**src/rtl/aibcr3_dcc_crs_gryctrl.sv**
```systemverilog
// aibcr3_dcc_crs_gryctrl: vote-filtered saturating 8-bit coarse code stepper with lock/saturation
// reporting and a registered Gray-coded copy for the coarse delay line.   Rev 1.0
`default_nettype none

module aibcr3_dcc_crs_gryctrl #(
  parameter int         FILT_LEN  = 4,
  parameter int         LOCK_CNT  = 3,
  parameter logic [7:0] INIT_CODE = 8'd128
) (
  input  logic        CLK,
  input  logic        RST,
  input  logic        EN,
  input  logic        PD_VLD,
  input  logic        PD_UP,
  output logic [7:0]  CRS_BIN,
  output logic [10:3] GRY_OUT,
  output logic        LOCK,
  output logic        SAT
);

  localparam logic [3:0] FILT_W = 4'(FILT_LEN);
  localparam logic [3:0] LOCK_W = 4'(LOCK_CNT);

  typedef enum logic [1:0] {
    S_IDLE   = 2'd0,
    S_TRACK  = 2'd1,
    S_LOCKED = 2'd2
  } state_t;

  state_t     state, state_nxt;
  logic       vdir, vdir_nxt;
  logic [3:0] vcnt, vcnt_nxt;
  logic       pdir, pdir_nxt;
  logic       pvld, pvld_nxt;
  logic       same2, same2_nxt;
  logic [3:0] rcnt, rcnt_nxt;
  logic [7:0] crs_nxt;
  logic       sat_nxt;
  logic [3:0] vinc;
  logic       step;
  logic       at_limit;

  always_comb begin
    state_nxt = state;
    vdir_nxt  = vdir;
    vcnt_nxt  = vcnt;
    pdir_nxt  = pdir;
    pvld_nxt  = pvld;
    same2_nxt = same2;
    rcnt_nxt  = rcnt;
    crs_nxt   = CRS_BIN;
    sat_nxt   = SAT;
    step      = 1'b0;
    vinc      = (PD_UP == vdir) ? 4'(vcnt + 4'd1) : 4'd1;
    at_limit  = PD_UP ? (CRS_BIN == 8'hFF) : (CRS_BIN == 8'h00);

    if (!EN || state == S_IDLE) begin
      // Disabled or just re-enabled: discard all filter and lock progress.
      state_nxt = EN ? S_TRACK : S_IDLE;
      vcnt_nxt  = 4'd0;
      rcnt_nxt  = 4'd0;
      pvld_nxt  = 1'b0;
      same2_nxt = 1'b0;
    end else begin
      if (PD_VLD) begin
        vdir_nxt = PD_UP;
        if (vinc == FILT_W) begin
          step     = 1'b1;
          vcnt_nxt = 4'd0;
        end else begin
          vcnt_nxt = vinc;
        end
      end

      if (step) begin
        if (at_limit) begin
          sat_nxt = 1'b1;
        end else begin
          crs_nxt = PD_UP ? 8'(CRS_BIN + 8'd1) : 8'(CRS_BIN - 8'd1);
          sat_nxt = 1'b0;
          if (!pvld) begin
            pdir_nxt = PD_UP;
            pvld_nxt = 1'b1;
          end else if (PD_UP != pdir) begin
            pdir_nxt  = PD_UP;
            same2_nxt = 1'b0;
            if (rcnt != 4'hF) rcnt_nxt = 4'(rcnt + 4'd1);
            if (rcnt_nxt >= LOCK_W) state_nxt = S_LOCKED;
          end else begin
            rcnt_nxt = 4'd0;
            if (state == S_LOCKED && same2) begin
              state_nxt = S_TRACK;
              same2_nxt = 1'b0;
            end else begin
              same2_nxt = 1'b1;
            end
          end
        end
      end
    end
  end

  always_ff @(posedge CLK) begin
    if (RST) begin
      state   <= S_IDLE;
      vdir    <= 1'b0;
      vcnt    <= 4'd0;
      pdir    <= 1'b0;
      pvld    <= 1'b0;
      same2   <= 1'b0;
      rcnt    <= 4'd0;
      CRS_BIN <= INIT_CODE;
      GRY_OUT <= INIT_CODE ^ (INIT_CODE >> 1);
      LOCK    <= 1'b0;
      SAT     <= 1'b0;
    end else begin
      state   <= state_nxt;
      vdir    <= vdir_nxt;
      vcnt    <= vcnt_nxt;
      pdir    <= pdir_nxt;
      pvld    <= pvld_nxt;
      same2   <= same2_nxt;
      rcnt    <= rcnt_nxt;
      CRS_BIN <= crs_nxt;
      GRY_OUT <= CRS_BIN ^ (CRS_BIN >> 1);
      LOCK    <= (state_nxt == S_LOCKED);
      SAT     <= sat_nxt;
    end
  end

endmodule

`default_nettype wire
```
**config.mk**
```make
export PLATFORM = sky130hd
export DESIGN_NAME = aibcr3_dcc_crs_gryctrl
export DESIGN_NICKNAME = d
export VERILOG_FILES = /design/src/rtl/aibcr3_dcc_crs_gryctrl.sv
export SDC_FILE = /design/constraint.sdc
export NUM_CORES = 1
export LEC_CHECK = 0
export ABC_AREA = 1
export ABC_CLOCK_PERIOD_IN_PS = 3500
export BUFFER_PORTS_ARGS = -buffer_cell sky130_fd_sc_hd__buf_2
export CAP_MARGIN = 15
export CORE_MARGIN = 5
export CORE_UTILIZATION = 55
export DETAILED_ROUTE_END_ITERATION = 6
export PLACE_DENSITY = 0.84
export SETUP_SLACK_MARGIN = 0.3
export SLEW_MARGIN = 20
export SYNTH_ARGS = -nofsm -noshare
export SYNTH_HDL_FRONTEND = slang
export SYNTH_SLANG_ARGS = --single-unit
```
**constraint.sdc**
```tcl
create_clock -name CLK -period 3.5 [get_ports CLK]
set_input_delay 0.35 -clock CLK [delete_from_list [all_inputs] [get_ports CLK]]
set_output_delay 0.35 -clock CLK [all_outputs]
set_load 0.01 [all_outputs]
```
After elaboration in Yosys (flattened, before gate mapping)

Index checks and enable logic that the tools add are counted.
Widths: inputs -> output; s select.

Flip-flop bits (word level): 32
Output and inout bits: 18

Order comparisons: 1
Bitwise operators: 3
Add/sub/neg operators: 4
Reduce and logical (&&, ||, !) cells: 12
Equality and inequality tests: 8
Mux-type cells: 27

Operator list:

| operator            | number |
|---|---|
| $mux 4              | 9 |
| $mux 2              | 7 |
| $mux 1              | 10 |
| $add 4x1->4 const B | 2 |
| $add 8x1->8 const B | 1 |
| $eq 8x8->1 const B  | 1 |
| $logic_not 8->1     | 1 |
| $mux 8              | 1 |
| $sub 8x1->8 const B | 1 |
| $xor 8x7->8         | 1 |
| $reduce_and 2->1    | 3 |
| $reduce_and 3->1    | 2 |
| $eq 2x2->1 const B  | 2 |
| $eq 4x3->1 const B  | 1 |
| $ge 4x2->1 const B  | 1 |
| $ne 4x4->1 const B  | 1 |
| $reduce_and 4->1    | 1 |
| $logic_not 2->1     | 1 |
| $ne 2x1->1 const B  | 1 |
| $not 1->1           | 2 |
| $reduce_or 2->1     | 1 |
| $eq 1x1->1          | 1 |
| $logic_and 1x1->1   | 1 |
| $logic_not 1->1     | 1 |
| 2 further kinds     | 2 |

Depth between registers and ports, before layout

Word-level depth: 16
Depth in mapped cells: 11
Gate-level depth less buffers: 11

Worst setup path before layout

OpenSTA, ideal clock, no wires.

Path type: register to register
Start: register vcnt[0]
End: register CRS_BIN[5]
Arrival time: 1,532 ps
Setup time: 113 ps
Path slack: 1,855 ps
Buffers on the path: 1
Data required time: 3,387 ps
Stages on the path, launching flop included: 11
Period minus slack after synthesis: 1,645 ps
Cell sequence: dfxtp_1 -> ha_1 -> inv_1 -> nand3_1 -> nor2_4 -> nand3_4 -> nor2_4 -> nand2_2 -> buf_6 -> o21ai_2 -> nor2_1

Longest elaborated chain between the ends: 7

Ends and longest elaborated chain:

| item                              | line | text |
|---|---|---|
| from (decl)                       | 32   | `logic [3:0] vcnt, vcnt_nxt;` |
| from (signal assigned)            | 119  | `vcnt <= vcnt_nxt;` |
| $add 4x1->4                       | 54   | `vinc = (PD_UP == vdir) ? 4'(vcnt + 4'd1) : 4'd1;` |
| $mux 4                            | 54   |  |
| $eq 4x3->1                        | 67   | `if (vinc == FILT_W) begin` |
| $mux 1                            | 67   |  |
| $mux 1                            | 65   | `if (PD_VLD) begin` |
| $mux 1                            | 57   | `if (!EN \|\| state == S_IDLE) begin` |
| $reduce_and 3->1 (no source line) | n/a  |  |
| to (signal assigned)              | 124  | `CRS_BIN <= crs_nxt;` |
| to (decl)                         | 15   | `output logic [7:0] CRS_BIN,` |

Every way passes these cells. The select of a mux whose other input is x is not followed.
A chain may end at the register's enable or synchronous reset.

Worst setup path in the final report

Start: register vcnt[0]
End: register CRS_BIN[0]

Same word-level chain as after synthesis.

==> results summary <==
The run finished with clean final reports. The signal on the critical path passes through ha_1 -> inv_1 -> nand3_1 -> nor2_4 -> nand3_4 -> nor2_4 -> nand2_2 -> inv_2 -> o21ai_0 -> nor2_1. The count of hold-fix buffers inserted at cts came out at 0.

The post-placement setup slack is 1.60 ns. The slowest stage of the critical path belongs to the cell dfxtp_1. The critical-path maximum fanout came out at 13. The final number of max-transition violations came out at 0. The worst setup path is of the reg -> reg kind. The wire length after detailed routing came out at 3.51 mm.

The normalized max-slew margin came out at 66.8%. The share of the clock period used by the worst path is 52.6%. The initial antenna violation count came out at 0. The transition time at the pin with the least slew margin came out at 0.497 ns. Gates resized during post-CTS repair numbered 0. The setup skew after layout is 0.0128 ns. The post-synth net total came out at 265. The tightest min-delay check is of the in -> reg type. Counting stages on the worst path, the most repeated cell is nor2_4. The start of the worst register-to-register path is vcnt[0]. The maximum VDD drop is 0.223 mV.

Setup repair after global routing left no endpoint under its margin. The number of standard cells after synthesis is 243. The count of different cell masters after synthesis came out at 31. The via count of the first global-routing pass is 1,362.

The aggregate global-route resource usage came out at 16.8%. The final-report setup violation count is 0. The finished cells cover 2040 sq um. The worst setup path is captured at a register. The worst hold path begins at EN. The area after detailed placement came out at 1980 sq um. The time the final worst path needs with I/O delays and setup came out at 1.84 ns.

The area of the die came out at 4610 sq um. Clock-pin slew was measured on the worst setup and hold paths at 0.10 ns. After clock tree synthesis, the setup repair step added 0 buffers. The routability-driven placement congestion ratio came out at 0.839.

Counting the buffers created by CTS gives 5. The area of the multi-input gates came out at 1030 sq um. TritonCTS built the clock tree. The proportion of synthesized chip area in sequential cells came out at 34.7%. The pin count of the biggest net entering global routing is 16. CTS built an H-tree with a depth of 2. The insertion delay of the later-clocked pin in the worst-skew pair is 0.33 ns. The half-perimeter wire length after detailed placement came out at 2.73 mm. In this run the remaining antenna-violating nets after routing total 0.

In this run the cell area of the synthesized design comes to 1850 sq um. The power density of the placed cells is 314 nW/um^2. The storage element area came out at 641 sq um. The total power consumption of the routed design came out at 640 uW.

The top achievable clock speed came out at 543 MHz. In this run the standard cell core region covers 3280 sq um. The total via count in the routed design came out at 1,593. The die outline width is 67.9 microns.

The via-per-instance ratio is 5.09. In the final layout, the share of cells above drive strength 1 is 16.5%. The chip height came out at 67.9 microns. The root buffer cell chosen for the clock tree is clkbuf_4. The register bit count reported by yosys came out at 32. The number of clock sinks seen by CTS is 32. During I/O placement, the number of pins put on the boundary was 23.

The average cell area after synthesis came out at 7.59 sq um. The final-stage net count came out at 289. The count of endpoints failing hold in the final timing report came out at 0. The count of maximum capacitance violations came out at 0.

The first global-routing pass estimated 5.95 mm of wire. The synthesis warning total came out at 0. The first-pass detailed-route iteration total came out at 4. For this design the static power due to leakage is 0.973 nW. The area growth from synthesis to final layout is 10.6%.

The data arrival time of the critical path came out at 2.11 ns. The initial core utilization is 56.2%. The critical path required time is 3.77 ns. The post-layout worst setup margin came out at 1.66 ns. The maximum cell stage delay along the critical path is 0.46 ns. The number of design-rule violations left by the first detailed-router iteration came out at 94. For this run the aggregate overflow at the end of global routing stands at 0.

In this run the worst setup path begins at vcnt[0]. The number of fill cells is 316. The sum of negative setup slack is 0 ns. In the final routed layout, each cell accounts on average for 11.2 microns.

The remaining routing DRC violations is 0. The worst setup path is launched from a register. 0 antenna diodes ended up in the layout.

The number of buffer cells added on primary ports is 22. The clock passes through at most 2 buffers. The total number of placement rows is 21.
[final timing paths]
check                                  end  slack [ns]  cells after the start
worst max-delay path            CRS_BIN[0]        1.66                     10
worst min register to register       same2        0.48                      2
worst max register to register  CRS_BIN[0]        1.66                     10
worst min-delay path              state[0]        0.28                      3
[metrics by stage]
stage	utilization, %	instances	hold slack (ns)
5_1_grt	62.1	313	0.275
6_report	62.1	313	0.278
3_3_place_gp	60.2	306	0.457
3_5_place_dp	60.2	306	0.463
2_1_floorplan	-	243	0.441
4_1_cts	62.1	313	0.269
[kinds of logic after synthesis]
kind of cell	share of synthesized area [%]
fa+ha+maj	11.9
compound gates	14.8
xor+xnor	3.32
flops	34.7
buf+inv	9.29
simple gates	25.9
[per-layer routing]
metal | share of wire (%) | up-vias | wire length (microns) | global-route usage (%)
met5 | 0 | - | 0 | 0
met4 | 1.5 | 0 | 51 | 6.20
met3 | 4.2 | 4 | 146 | 4.27
met2 | 44 | 28 | 1550 | 24.9
met1 | 50 | 713 | 1760 | 23.3
li1 | - | 848 | - | -
[Yosys cell counts]
cell type / n / area (sq um)
nand2_2: 2 / 12.5
nand3_1: 20 / 100
ha_1: 16 / 200
clkbuf_4: 1 / 7.51
a21o_1: 2 / 15.0
nand2_1: 39 / 146
a31oi_1: 2 / 12.5
nand4_1: 5 / 31.3
inv_2: 2 / 7.51
o21ai_2: 2 / 17.5
nand3b_1: 1 / 7.51
o211ai_1: 2 / 15.0
nand3_4: 2 / 35.0
inv_4: 1 / 6.26
nand3_2: 1 / 10.0
xnor2_1: 3 / 26.3
nor2_4: 3 / 33.8
or2_2: 1 / 6.26
dfxtp_1: 32 / 641
o21ai_0: 18 / 90.1
clkbuf_1: 2 / 7.51
fa_1: 1 / 20.0
a211o_1: 1 / 8.76
o21ai_1: 2 / 10.0
xor2_1: 4 / 35.0
inv_1: 32 / 120
buf_6: 2 / 22.5
nor3_1: 1 / 5.00
a21oi_1: 21 / 105
nor2_1: 21 / 78.8
nand2_4: 1 / 11.3
[registers in the layout, indices dropped and copies added, names as in the netlist]
signal,flops
CRS_BIN,8
GRY_OUT,8
rcnt,4
vcnt,4
state,2
LOCK,1
SAT,1
pdir,1
pvld,1
same2,1
vdir,1
[critical path: cells and delay by family, from the launching register on]
kind,cells,cell delay (ns)
compound gates,1,0.08
fa+ha+maj,1,0.27
buf+inv,2,0.20
flops,1,0.46
simple gates,6,0.79
[cells in the final DEF (no fill, tap or decap), types with 3 or more instances in the layout]
cell type  Yosys  layout
a21oi_1       21      21
nand2_1       39      39
nor2_4         3       3
buf_2          0      22
clkbuf_4       1       5
nand4_1        5       5
dfxtp_1       32      32
nand3_1       20      20
nor2_1        21      21
xor2_1         4       4
o21ai_0       18      18
xnor2_1        3       3
ha_1          16      16
inv_1         32      32
[cell type report]
| cell class | instances | area share, % |
|---|---|---|
| clock buffer | 7 | 3.19 |
| inverter | 35 | 6.56 |
| multi-input combinational | 171 | 50.6 |
| sequential | 32 | 31.4 |
| tap | 46 | 2.82 |
| timing repair buffer | 22 | 5.40 |
[where the power goes]
part	total, mW	leakage (nW)	internal, mW	switching [mW]
logic	0.0400	0.678	0.0127	0.0273
registers	0.368	0.258	0.366	0.00204
clock network	0.233	0.0374	0.114	0.119
total	0.640	0.973	0.492	0.148
(Power assumes the default switching activity.)
